## src/rtl/multi_alarm_pkg.sv

```systemverilog
// Shared types and constants for the multi-channel alarm controller.
// Channel state encoding, datapath widths and the minutes-to-load helper.
package multi_alarm_pkg;

  typedef enum logic [1:0] {
    ST_IDLE    = 2'd0,
    ST_RINGING = 2'd1,
    ST_SNOOZED = 2'd2,
    ST_LOCKOUT = 2'd3
  } chan_state_t;

  localparam int TIME_W    = 16;
  localparam int CNT_W     = 10;
  localparam int SNZ_CNT_W = 4;

  // Counter reload value: the counter expires on the edge where it reads zero,
  // so loading minutes*60-1 gives exactly minutes*60 edges in the state.
  function automatic logic [CNT_W-1:0] minutes_to_load(input int unsigned minutes);
    int unsigned secs;
    secs = minutes * 60 - 1;
    return secs[CNT_W-1:0];
  endfunction

endpackage

```

## src/rtl/multi_alarm_ctrl_channel.sv

```systemverilog
// One alarm channel: match detection, ring/snooze/lockout FSM, episode counter
// and snooze count. Snooze/dismiss arrive as single-edge pulses from the top.
module alarm_channel
  import multi_alarm_pkg::*;
#(
  parameter int RING_MINUTES   = 5,
  parameter int SNOOZE_MINUTES = 9,
  parameter int MAX_SNOOZES    = 3
) (
  input  logic              clk_1hz,
  input  logic              reset,
  input  logic              en,
  input  logic              arm,
  input  logic              clock_pm,
  input  logic [TIME_W-1:0] clock_hhmm,
  input  logic              alarm_pm,
  input  logic [TIME_W-1:0] alarm_hhmm,
  input  logic              snooze_edge,
  input  logic              dismiss_edge,
  output logic              ringing,
  output logic              snoozed,
  output chan_state_t       state
);

  localparam logic [CNT_W-1:0]     RING_LOAD   = minutes_to_load(RING_MINUTES);
  localparam logic [CNT_W-1:0]     SNOOZE_LOAD = minutes_to_load(SNOOZE_MINUTES);
  localparam logic [SNZ_CNT_W-1:0] SNZ_LIMIT   = SNZ_CNT_W'(MAX_SNOOZES);

  chan_state_t          state_next;
  logic [CNT_W-1:0]     cnt, cnt_next;
  logic [SNZ_CNT_W-1:0] snz_cnt, snz_cnt_next;
  logic                 match, match_q;

  assign match = en & arm & (clock_pm == alarm_pm) & (clock_hhmm == alarm_hhmm);

  always_ff @(posedge clk_1hz or posedge reset) begin
    if (reset) begin
      state   <= ST_IDLE;
      cnt     <= '0;
      snz_cnt <= '0;
      match_q <= 1'b0;
    end else begin
      state   <= state_next;
      cnt     <= cnt_next;
      snz_cnt <= snz_cnt_next;
      match_q <= match;
    end
  end

  // Priority: disable > dismiss > snooze > counter expiry > trigger.
  always_comb begin
    state_next   = state;
    cnt_next     = cnt;
    snz_cnt_next = snz_cnt;
    if (!en || !arm) begin
      state_next = ST_IDLE;
    end else begin
      case (state)
        ST_IDLE: begin
          if (match && !match_q) begin
            state_next   = ST_RINGING;
            cnt_next     = RING_LOAD;
            snz_cnt_next = '0;
          end
        end
        ST_RINGING: begin
          if (dismiss_edge) begin
            state_next = ST_LOCKOUT;
          end else if (snooze_edge && (snz_cnt < SNZ_LIMIT)) begin
            state_next   = ST_SNOOZED;
            cnt_next     = SNOOZE_LOAD;
            snz_cnt_next = snz_cnt + SNZ_CNT_W'(1);
          end else if (cnt == '0) begin
            state_next = ST_LOCKOUT;
          end else begin
            cnt_next = cnt - CNT_W'(1);
          end
        end
        ST_SNOOZED: begin
          if (dismiss_edge) begin
            state_next = ST_LOCKOUT;
          end else if (cnt == '0) begin
            state_next = ST_RINGING;
            cnt_next   = RING_LOAD;
          end else begin
            cnt_next = cnt - CNT_W'(1);
          end
        end
        ST_LOCKOUT: begin
          if (!match) state_next = ST_IDLE;
        end
        default: state_next = ST_IDLE;
      endcase
    end
  end

  assign ringing = (state == ST_RINGING);
  assign snoozed = (state == ST_SNOOZED);

endmodule

```

## src/rtl/multi_alarm_ctrl.sv

```systemverilog
// Multi-channel alarm controller top: snooze/dismiss edge detection, channel
// array, blink phase and display/buzzer gating. Outputs depend on registers only.
module multi_alarm_ctrl
  import multi_alarm_pkg::*;
#(
  parameter int NUM_ALARMS     = 2,
  parameter int RING_MINUTES   = 5,
  parameter int SNOOZE_MINUTES = 9,
  parameter int MAX_SNOOZES    = 3
) (
  input  logic                         clk_1hz,
  input  logic                         reset,
  input  logic                         en,
  input  logic                         clock_pm,
  input  logic [TIME_W-1:0]            clock_hhmm,
  input  logic [NUM_ALARMS-1:0]        alarm_pm,
  input  logic [TIME_W*NUM_ALARMS-1:0] alarm_hhmm,
  input  logic [NUM_ALARMS-1:0]        alarm_arm,
  input  logic                         snooze,
  input  logic                         dismiss,
  output logic [NUM_ALARMS-1:0]        ringing,
  output logic [NUM_ALARMS-1:0]        snoozed,
  output logic                         display_on,
  output logic                         beep_en,
  output logic [2*NUM_ALARMS-1:0]      chan_state
);

  logic snooze_q, dismiss_q, blink_phase;
  logic snooze_edge, dismiss_edge, any_ringing;

  assign snooze_edge  = snooze & ~snooze_q;
  assign dismiss_edge = dismiss & ~dismiss_q;
  assign any_ringing  = |ringing;

  always_ff @(posedge clk_1hz or posedge reset) begin
    if (reset) begin
      snooze_q    <= 1'b0;
      dismiss_q   <= 1'b0;
      blink_phase <= 1'b0;
    end else begin
      snooze_q    <= snooze;
      dismiss_q   <= dismiss;
      blink_phase <= any_ringing ? ~blink_phase : 1'b0;
    end
  end

  for (genvar i = 0; i < NUM_ALARMS; i++) begin : g_chan
    chan_state_t st;

    alarm_channel #(
      .RING_MINUTES  (RING_MINUTES),
      .SNOOZE_MINUTES(SNOOZE_MINUTES),
      .MAX_SNOOZES   (MAX_SNOOZES)
    ) u_chan (
      .clk_1hz     (clk_1hz),
      .reset       (reset),
      .en          (en),
      .arm         (alarm_arm[i]),
      .clock_pm    (clock_pm),
      .clock_hhmm  (clock_hhmm),
      .alarm_pm    (alarm_pm[i]),
      .alarm_hhmm  (alarm_hhmm[TIME_W*i +: TIME_W]),
      .snooze_edge (snooze_edge),
      .dismiss_edge(dismiss_edge),
      .ringing     (ringing[i]),
      .snoozed     (snoozed[i]),
      .state       (st)
    );

    assign chan_state[2*i +: 2] = st;
  end

  // Ringing alternates beep-on/display-lit with beep-off/display-blank.
  assign display_on = ~(any_ringing & blink_phase);
  assign beep_en    = any_ringing & ~blink_phase;

endmodule

```

## config.mk

```make
export PLATFORM = sky130hd
export DESIGN_NAME = multi_alarm_ctrl
export DESIGN_NICKNAME = d
export VERILOG_FILES = /design/src/rtl/multi_alarm_pkg.sv /design/src/rtl/multi_alarm_ctrl_channel.sv /design/src/rtl/multi_alarm_ctrl.sv
export SDC_FILE = /design/constraint.sdc
export NUM_CORES = 1
export LEC_CHECK = 0
export BUFFER_PORTS_ARGS = -buffer_cell sky130_fd_sc_hd__buf_4
export CORE_ASPECT_RATIO = 0.7
export CORE_UTILIZATION = 39
export DETAILED_ROUTE_END_ITERATION = 10
export PLACE_DENSITY_LB_ADDON = 0.08
export SLEW_MARGIN = 20
export SYNTH_ARGS = -nofsm -noshare
export SYNTH_HDL_FRONTEND = slang
export SYNTH_SLANG_ARGS = --single-unit
```

## constraint.sdc

```tcl
create_clock -name clk_1hz -period 2.3 [get_ports clk_1hz]
set_input_delay 0.23 -clock clk_1hz [delete_from_list [all_inputs] [get_ports clk_1hz]]
set_output_delay 0.23 -clock clk_1hz [all_outputs]
set_load 0.03 [all_outputs]
```

[After elaboration in Yosys (flattened, before gate mapping)]
Cells that the tools add are included.
Storage, ports and cells
  flip-flop bits (word level): 37
  input port bits: 58
  output and inout port bits: 10
  logic and storage cells: 128
Cells by class
  $add $sub $neg: 4
  order comparisons: 2
  eq/ne operators: 28
  mux-type cells: 41
  bitwise operators: 16
  reductions and logical operators: 26
Operators with widths (count)
  two-way mux 10 bit: 12
  one-hot mux 10 bit (3 select lines): 2
  equality test 16 bit: 2
  two-way mux 2 bit: 16
  two-way mux 4 bit: 6
  logical NOT 10 bit: 2
  subtractor 10 x 1 -> 10 bit (second input constant): 2
  one-hot mux 2 bit (4 select lines): 2
  one-hot mux 4 bit (2 select lines): 2
  inequality test 2 bit (second input constant): 6
  inequality test 3 bit (second input constant): 4
  AND reduction 6 bit: 2
  AND 1 bit: 10
  inequality test 5 bit (second input constant): 2
  AND reduction 5 bit: 2
  adder 4 x 1 -> 4 bit (second input constant): 2
  equality test 2 bit (second input constant): 4
  less-than comparator 4 x 2 -> 1 bit (second input constant): 2
  inequality test 4 bit (second input constant): 2
  AND reduction 4 bit: 2
  inequality test 3 x 1 -> 1 bit (second input constant): 2
  inverter 1 bit: 6
  nonzero test 3 bit: 2
  logical NOT 1 bit: 5
  9 further kinds: 18

[Longest topological paths before layout]
Gate-level depths: netlist of the first run.
  depth in word-level cells: 7
  mapped depth: 10

[Modules after synthesis]
A second synthesis of the first run with hierarchy kept.
Second synthesis, totals
  cell total of the unflattened synthesis: 332
  area total of the unflattened synthesis: 2947.8 um^2
By module, submodules not included
  alarm_channel at g_chan[1].u_chan: times used 1, cells each 163, area each 1462.7 um^2
  alarm_channel at g_chan[0].u_chan: times used 1, cells each 161, area each 1378.8 um^2
  multi_alarm_ctrl: times used 1, cells each 8, area each 106.4 um^2

[Least setup slack after synthesis of the first run]
No wires, ideal clock.
  path type: register to register
  start point: register g_chan[1].u_chan.state[0]
  end point: register g_chan[1].u_chan.cnt[0]
  setup time: 0.128 ns
  data arrival time: 2.544 ns
  path slack: -0.371 ns
  cell stages (with the launch flop): 8
  buffers on the path: 1
  clock period less this slack: 2.671 ns
  path through: dfrtp_1 -> inv_1 -> ha_1 -> or2_2 -> a221oi_2 -> and2_1 -> buf_2 -> mux2_1
Between the ends
  word-level cells in the longest chain between the ends: 3
Ends and longest elaborated chain
  start, declared: line multi_alarm_ctrl_channel.sv:22  | output chan_state_t state
  start signal, assigned: line multi_alarm_ctrl_channel.sv:43  | state <= state_next;
  equality test 2 bit (*)
  net g_chan[1].u_chan.snoozed: line multi_alarm_ctrl_channel.sv:21  | output logic snoozed,
  inequality test 2 bit (no source line) / nonzero test 3 bit (equally long branches)
  AND reduction 6 bit (no source line)
  end signal, assigned: line multi_alarm_ctrl_channel.sv:44  | cnt <= cnt_next;
  end, declared: line multi_alarm_ctrl_channel.sv:30  | logic [CNT_W-1:0] cnt, cnt_next;
The timed path passes the listed nets; every way through them passes the cells marked *.
A chain may end at the register's enable or synchronous reset.

[Worst setup path in the final report of the first run]
  start point: register g_chan[0].u_chan.cnt[1]
  end point: register g_chan[0].u_chan.cnt[7]
Between the ends
  word-level cells in the longest chain between the ends: 5
Ends and longest elaborated chain
  start, declared: line multi_alarm_ctrl_channel.sv:30
  start signal, assigned: line multi_alarm_ctrl_channel.sv:44
  subtractor 10 x 1 -> 10 bit: line multi_alarm_ctrl_channel.sv:76, multi_alarm_ctrl_channel.sv:86
  two-way mux 10 bit: line multi_alarm_ctrl_channel.sv:73  | end else if (cnt == '0) begin
  two-way mux 10 bit: line multi_alarm_ctrl_channel.sv:69  | end else if (snooze_edge && (snz_cnt < SNZ_LIMIT)) begin
  two-way mux 10 bit: line multi_alarm_ctrl_channel.sv:67  | if (dismiss_edge) begin
  one-hot mux 10 bit (3 select lines): line multi_alarm_ctrl_channel.sv:58  | case (state)
Several ways; a longest one is shown, not always the timed one. The select of a mux whose other input is x is not followed.

==> key figures, run 1 <==
STA
  – Max Clock Skew: 0.00773 ns
  – Max Fclk: 0.436 GHz
  – Max-slew violations: 0
  – Final Cycle Share: 99.7%
  – Min Hold Slack: between 0.05 and 0.06 ns
  – Relative slew slack: 60.5%
  – Final Setup Violations: 0
  – Setup TNS: 0 ns
  – Worst Tran Pin Value: 0.587 ns
  – Final hold violation count: 0
  – Final min period: 2.29 ns
  – RSZ-0062 raised after global routing: true

Floorplanning
  – Ports: 68
  – Starting Density: between 40 and 50%
  – Die W: ~110 um
  – Die area: 7790 um^2
  – Core ar.: around 7000 um^2
  – Cell row count: 25
  – Die Height: 74.2 um

Detailed routing
  – Detailed-route via count: 2911
  – Vias/cell: ~5.5
  – Final ANT Viol Nets: 0
  – Post-Route WL: approximately 8200 um
  – DRC: 0
  – Initial DRC count: 256
  – WL/cell: 15.6 um
  – Pre-Repair DR Iteration Count: 5

Yosys
  – Synth Cell Area: 2900 um^2
  – Area share of the largest cell type after synthesis: 31.9%
  – Post-synth top cells: 37 x dfrtp_1, 23 x nor2_1, 22 x inv_1, 17 x nand2_1
  – Syn_nets: 400
  – Mean area per synthesized cell: roughly 8.8 um^2
  – Number of synthesized flops with an enable pin: 0
  – Top_reg_cell synth: dfrtp_1
  – Area contributors post-synth: dfrtp_1 32%, ha_1 6.0%, xor2_1 4.8%
  – Synth Register Bits: 37
  – Ys async rst share: 100%
  – Synth cell types: 62
  – Number of synthesis warnings: 0
  – Gate Count Post-Synth: 328
  – Post-synthesis sequential area ratio: a little under a third
  – Top-count cell post-synth: dfrtp_1
  – Synth area leader: dfrtp_1

Hold path
  – Hold Path Class: in2reg

Status
  – Outcome: finished, final reports clean

Final layout
  – Nets: 506
  – Post-route insts no fill: approximately 530
  – Seq. cell area: 931 um^2
  – Area Overhead vs Synth: 37.9%
  – Inserted Diodes: 0
  – Fill cells: 641
  – Share of layout cells above drive strength 1: 36.3%
  – Multi-input gate area: 1950 um^2

Global routing
  – First-pass GRT wire length: 13500 um
  – Vias in the first global route: 2765
  – Antenna violations before repair: 0
  – Total grt overflow: 0
  – Pin count of the biggest net entering global routing: 38
  – Total GRT Usage: 21.9%

Setup path
  – Crit path DAT: 2.46 ns
  – R2R depth: 9
  – Crit Path Class: reg2reg
  – Flop-to-flop setup slack: 0.008 ns
  – Setup crit end: g_chan[0].u_chan.cnt[7]$_DFFE_PP0P_
  – Crit path capture type: register
  – CP max FO: 3
  – RR Endpoint: g_chan[0].u_chan.cnt[7]$_DFFE_PP0P_
  – Worst flop-to-flop path startpoint: g_chan[0].u_chan.cnt[1]$_DFFE_PP0P_
  – Crit path launch type: register
  – Origin of the worst setup path: g_chan[0].u_chan.cnt[1]$_DFFE_PP0P_
  – Required time worst endpoint: 2.47 ns

Clock network
  – Clk buf depth: 2
  – Clock slew at reported path FFs: ~0.080 ns
  – H-tree depth: 2
  – Total CTS buffers: 5
  – CTS tree: yes
  – Clock sinks: 37
  – Clock tree root buffer cell: clkbuf_8
  – CTS Hold Bufs: 0
  – Worst-Skew Late Latency: 0.29 ns

Placement
  – Hpwl dp: 6460 um
  – Final GP Congestion: 0.859
  – Placed Cells: between 500 and 600
  – Port bufs: 67

Power and ir drop
  – Pleak: 1.80 nW
  – PD cells: 646 nW/um^2
  – Highest ir drop seen on vdd: 0.249 mV
  – Final Power: ~2.6 mW

Run
  – Max-Cap Viols: 0
==> flip-flops by register name, indices dropped and copies added (netlist names) <==
signal and cells:
g_chan.u_chan.cnt 20, snooze_q 1, dismiss_q 1, g_chan.u_chan.match_q 2, g_chan.u_chan.state 4, blink_phase 1
g_chan.u_chan.snz_cnt 8
==> stage by stage <==
step	worst slack [ns]	cell area [um^2]	util, %
floorplan	0.000399	2940	-
global placement	-0.0561	3790	54.4
detailed placement	-0.108	3790	54.4
CTS	0.00367	3890	55.8
global route	-0.0444	4000	57.3
finish	0.00762	4000	57.3
==> per-layer routing <==
metal  global-route usage, %  routed length, um  vias to the layer above
met5                       0                  0                        -
met4                    4.54                 62                        0
met3                    5.17                559                        6
met2                    32.7               3390                      112
met1                    32.4               4240                     1355
li1                        -                  -                     1438
==> how the worst min path moves through the flow <==
stage | slack [ns] | endpoint | from | cells past startpoint
5_1_grt | 0.04 | dismiss_q$_DFF_PP0_ | dismiss | 1
3_5_place_dp | 0.36 | dismiss_q$_DFF_PP0_ | dismiss | 1
2_1_floorplan | 0.26 | dismiss_q$_DFF_PP0_ | dismiss | 0
6_report | 0.05 | dismiss_q$_DFF_PP0_ | dismiss | 1
3_3_place_gp | 0.36 | dismiss_q$_DFF_PP0_ | dismiss | 1
4_1_cts | 0.05 | dismiss_q$_DFF_PP0_ | dismiss | 1
==> logic make-up after synthesis <==
kind of cell	count (synthesis)	synth area share (%)
and+or+nand+nor	111	21.2
AOI/OAI and AO/OA	99	25.3
DFF	37	31.9
buffers and inverters	34	5.18
xor gates and xnor gates	28	8.46
adders and majority gates	14	6.04
muxes	5	1.90
==> final cells by class <==
type | count | share of cell area, %
well taps | 94 | 2.94
multi-input cells | 257 | 48.6
flip-flops and latches | 37 | 23.3
clock buffers | 5 | 1.72
clock inverters | 3 | 0.438
repair buffers | 111 | 20.9
inverters | 22 | 2.06
==> where the power goes <==
part	internal, mW	switching [mW]	total, mW
registers	0.770	0.117	0.887
clock network	0.210	0.256	0.465
logic	0.570	0.662	1.23
==> layout by cell type, fill, tap and decap left out, drive strengths merged, types with 3 or more instances in the layout <==
cell / Yosys / layout
a21oi: 11 / 11
a22o: 5 / 5
a2bb2oi: 4 / 4
a31oi: 4 / 4
a41o: 4 / 4
and2: 5 / 5
and3: 3 / 3
buf: 8 / 111
clkbuf: 4 / 5
dfrtp: 37 / 37
ha: 14 / 14
inv: 22 / 22
mux2: 4 / 4
nand2: 17 / 17
nand2b: 7 / 7
nand3: 7 / 7
nor2: 23 / 23
nor2b: 7 / 7
nor3: 8 / 8
nor4: 9 / 9
o211ai: 4 / 4
o21ai: 22 / 22
o22ai: 4 / 4
o31a: 5 / 5
o31ai: 9 / 9
o41ai: 5 / 5
or2: 4 / 4
or3: 5 / 5
or4: 5 / 5
xnor2: 12 / 12
xor2: 16 / 16
==> what timing repair did <==
action / in CTS / in global routing
endpoints found under the setup margin: 3 / 14
pin swaps: 0 / 4
gates resized for setup: 3 / 19
setup buffers: 0 / 3
==> critical path, cell delays in order, from the launching register on <==
cell     delay (ns)
dfrtp_1        0.39
inv_2          0.07
ha_4           0.14
or4b_4         0.49
o31a_1         0.28
o21ai_2        0.19
buf_6          0.13
a21oi_2        0.03
o41ai_2        0.34
o31ai_2        0.11
(Power assumes the default switching activity.)
==> run 2, diff against run 1 <==
Settings changed: ABC_AREA from default to 1, CORE_UTILIZATION 39 to 40.
Clock period 2.3 ns to 2.2 ns, I/O delays scaled along.
==> run 2 against run 1 <==
  * Critical path depth is 3 lower
  * Sequential power grew 16%
  * Via count up 31%
  * Area after synthesis up 25%
  * Synthesized cell count increased by 77%
==> key figures, run 2 <==
Status
  – Outcome: finished, final reports clean

Setup path
  – CP max FO: 8 (+5)
  – Flop-to-flop setup slack: 0.14 ns (+0.13 ns)
  – Crit path launch type: register
  – Worst flop-to-flop path startpoint: g_chan[0].u_chan.state[0]$_DFFE_PP0P_
  – Required time worst endpoint: 1.98 ns (-0.49 ns)
  – R2R depth: 9 (unchanged)
  – RR Endpoint: g_chan[0].u_chan.cnt[3]$_DFFE_PP0P_
  – Crit path DAT: 1.86 ns (-0.60 ns)
  – Crit path capture type: primary output
  – Crit Path Class: reg2out

Final layout
  – Share of layout cells above drive strength 1: 19.8% (-16 points)
  – Most frequent cells in the layout: 172 x nand2_1, 91 x inv_1, 83 x nor2_1
  – Most flops, register: g_chan.u_chan.cnt
  – Design Area, Final: 4430 um^2 (+11%)
  – Post-route insts no fill: 770 (+46%)
  – Inserted Diodes: 0 (unchanged)
  – Final core utilization: 51.4% (-6.0 points)
  – Top flop regs: g_chan.u_chan.cnt (20), g_chan.u_chan.snz_cnt (8), g_chan.u_chan.state (4)
  – Most common cell after layout, fill and taps aside: nand2_1
  – Nets: 721 (+42%)
  – Area Overhead vs Synth: 22.4%
  – Max reg flops: 20 (unchanged)
  – Fill cells: 894 (+39%)

Yosys
  – Synth Cell Area: 3620 um^2 (+25%)
  – Number of synthesized flops with an enable pin: 0 (unchanged)
  – Mean area per synthesized cell: 6.25 um^2 (-29%)
  – Top-count cell post-synth: nand2_1
  – Area share of the largest cell type after synthesis: 25.6% (-6.3 points)
  – Synth cell types: 39 (-37%)
  – Area contributors post-synth: dfrtp_1 26%, nand2_1 18%, inv_1 9.4%
  – Top_reg_cell synth: dfrtp_1
  – Post-synth top cells: 172 x nand2_1, 91 x inv_1, 83 x nor2_1, 37 x dfrtp_1, 30 x nand3_1
  – Gate Count Post-Synth: 579 (+77%)
  – Number of synthesis warnings: 0 (unchanged)
  – Syn_nets: 651 (+63%)
  – Post-synthesis sequential area ratio: 25.6% (-6.3 points)
  – Synth area leader: dfrtp_1
  – Synth Register Bits: 37 (unchanged)
  – Ys async rst share: 100% (unchanged)

Clock network
  – Clock tree root buffer cell: clkbuf_16
  – CTS tree: yes
  – Clock sinks: 37 (unchanged)
  – H-tree depth: 2 (unchanged)
  – CTS Hold Bufs: 0 (unchanged)
  – # Post-CTS Setup Buffers: 0 (unchanged)
  – Clock slew at reported path FFs: 0.06 ns (-0.02 ns)
  – Total CTS buffers: 5 (unchanged)
  – Clk buf depth: 2 (unchanged)
  – Worst-Skew Late Latency: 0.29 ns (about the same)

Floorplanning
  – Die Height: 81.6 um (+10%)
  – Starting Density: 42.0% (+0.41 points)
  – Die area: 9440 um^2 (+21%)
  – Die W: 116 um (+10%)
  – Ports: 68 (unchanged)
  – Core ar.: 8620 um^2 (+24%)
  – Cell row count: 28 (+12%)

Detailed routing
  – DRC: 0 (unchanged)
  – Post-Route WL: 10200 um (+24%)
  – WL/cell: 13.2 um (-15%)
  – Final ANT Viol Nets: 0 (unchanged)
  – Initial DRC count: 296 (+16%)
  – Vias/cell: 4.94 (-10%)
  – Detailed-route via count: 3805 (+31%)
  – Pre-Repair DR Iteration Count: 5 (unchanged)

Global routing
  – Total GRT Usage: 23.1% (+1.2 points)
  – First-pass GRT wire length: 16800 um (+25%)
  – Vias in the first global route: 3394 (+23%)
  – Total grt overflow: 0 (unchanged)
  – Pin count of the biggest net entering global routing: 38 (unchanged)
  – Antenna violations before repair: 0 (unchanged)

Placement
  – Area after DPL: 4240 um^2 (+12%)
  – DP Worst Slack: 0.145 ns (+0.253 ns)
  – Hpwl dp: 8300 um (+29%)
  – Final GP Congestion: 0.981 (+14%)
  – Placed Cells: 762 (+47%)
  – Port bufs: 67 (unchanged)

Power and ir drop
  – PD cells: 806 nW/um^2 (+25%)
  – Highest ir drop seen on vdd: 0.507 mV (+100%)
  – Final Power: 3.57 mW (+38%)
  – Pleak: 2.41 nW (+34%)

STA
  – Min Hold Slack: 0.0433 ns (-0.0108 ns)
  – Max Clock Skew: 0.00975 ns (+0.00203 ns)
  – Final Cycle Share: 94.5%
  – Max Fclk: 0.481 GHz
  – Worst Slack Setup Final: 0.122 ns (+0.114 ns)
  – Final hold violation count: 0 (unchanged)
  – Final min period: 2.08 ns
  – Worst Tran Pin Value: 0.487 ns (-0.0996 ns)
  – Setup TNS: 0 ns (unchanged)
  – Max-slew violations: 0 (unchanged)
  – Final Setup Violations: 0 (unchanged)
  – Relative slew slack: 67.5% (+7.0 points)

Hold path
  – Hold Path Class: in2async

Run
  – Max-Cap Viols: 0 (unchanged)
## run 2: cell types whose count changed after synthesis, moves of 19 or more
cell,change
nand2_1,+155
nor2_1,+60
o21ai_2,+20
nand4_1,+19
nand3_1,+23
inv_1,+69
## run 2: repair_timing
action,in CTS,in global routing
pin swaps,0,0
gates resized for setup,1,2
setup endpoints to repair,1,10
## run 2: kinds of logic after synthesis
logic type	count (synthesis)	share of synthesized area, %
AOI/OAI and AO/OA	60	11.4
DFF	37	25.6
adders and majority gates	14	4.84
and+or+nand+nor	348	41.9
buffers and inverters	102	11.9
xor gates and xnor gates	18	4.36
## run 2: power by group
group,internal (mW),switching [mW]
registers,0.851,0.178
clock network,0.566,0.298
logic,0.649,1.03
total,2.06,1.50
## run 2: cell type report
cell class / count / area (um^2) / area share [%]
flip-flops and latches: 37 / 926 / 20.9
repair buffers: 72 / 553 / 12.5
multi-input cells: 440 / 2270 / 51.3
inverters: 93 / 349 / 7.88
clock buffers: 6 / 139 / 3.14
well taps: 120 / 150 / 3.39
clock inverters: 2 / 37.5 / 0.848
## run 2: how the worst max path moves through the flow
stage	from	endpoint	cells after the start	slack, ns
after floorplan	g_chan[0].u_chan.state[1]$_DFFE_PP0P_	display_on	4	0.22
after global placement	g_chan[0].u_chan.state[1]$_DFFE_PP0P_	g_chan[0].u_chan.cnt[5]$_DFFE_PP0P_	9	0.21
after detailed placement	g_chan[0].u_chan.state[0]$_DFFE_PP0P_	g_chan[0].u_chan.cnt[3]$_DFFE_PP0P_	9	0.14
after CTS	g_chan[1].u_chan.state[1]$_DFFE_PP0P_	beep_en	6	0.04
after global routing	g_chan[0].u_chan.state[0]$_DFFE_PP0P_	g_chan[0].u_chan.cnt[3]$_DFFE_PP0P_	9	-0.05
final	g_chan[0].u_chan.state[1]$_DFFE_PP0P_	beep_en	6	0.12
## run 2: worst max-delay path: stages (launching register included)
cell	delay (ns)
dfrtp_1	0.46
inv_1	0.11
ha_2	0.27
buf_4	0.17
inv_1	0.11
a21oi_1	0.24
buf_4	0.21
## run 2: layer usage
| layer | track usage [%] | up-vias | part of all wire (%) |
|---|---|---|---|
| li1 | - | 1972 | - |
| met1 | 35.0 | 1729 | 54 |
| met2 | 33.7 | 96 | 39 |
| met3 | 4.87 | 8 | 6.0 |
| met4 | 3.85 | 0 | 0.69 |
| met5 | 0 | - | 0 |
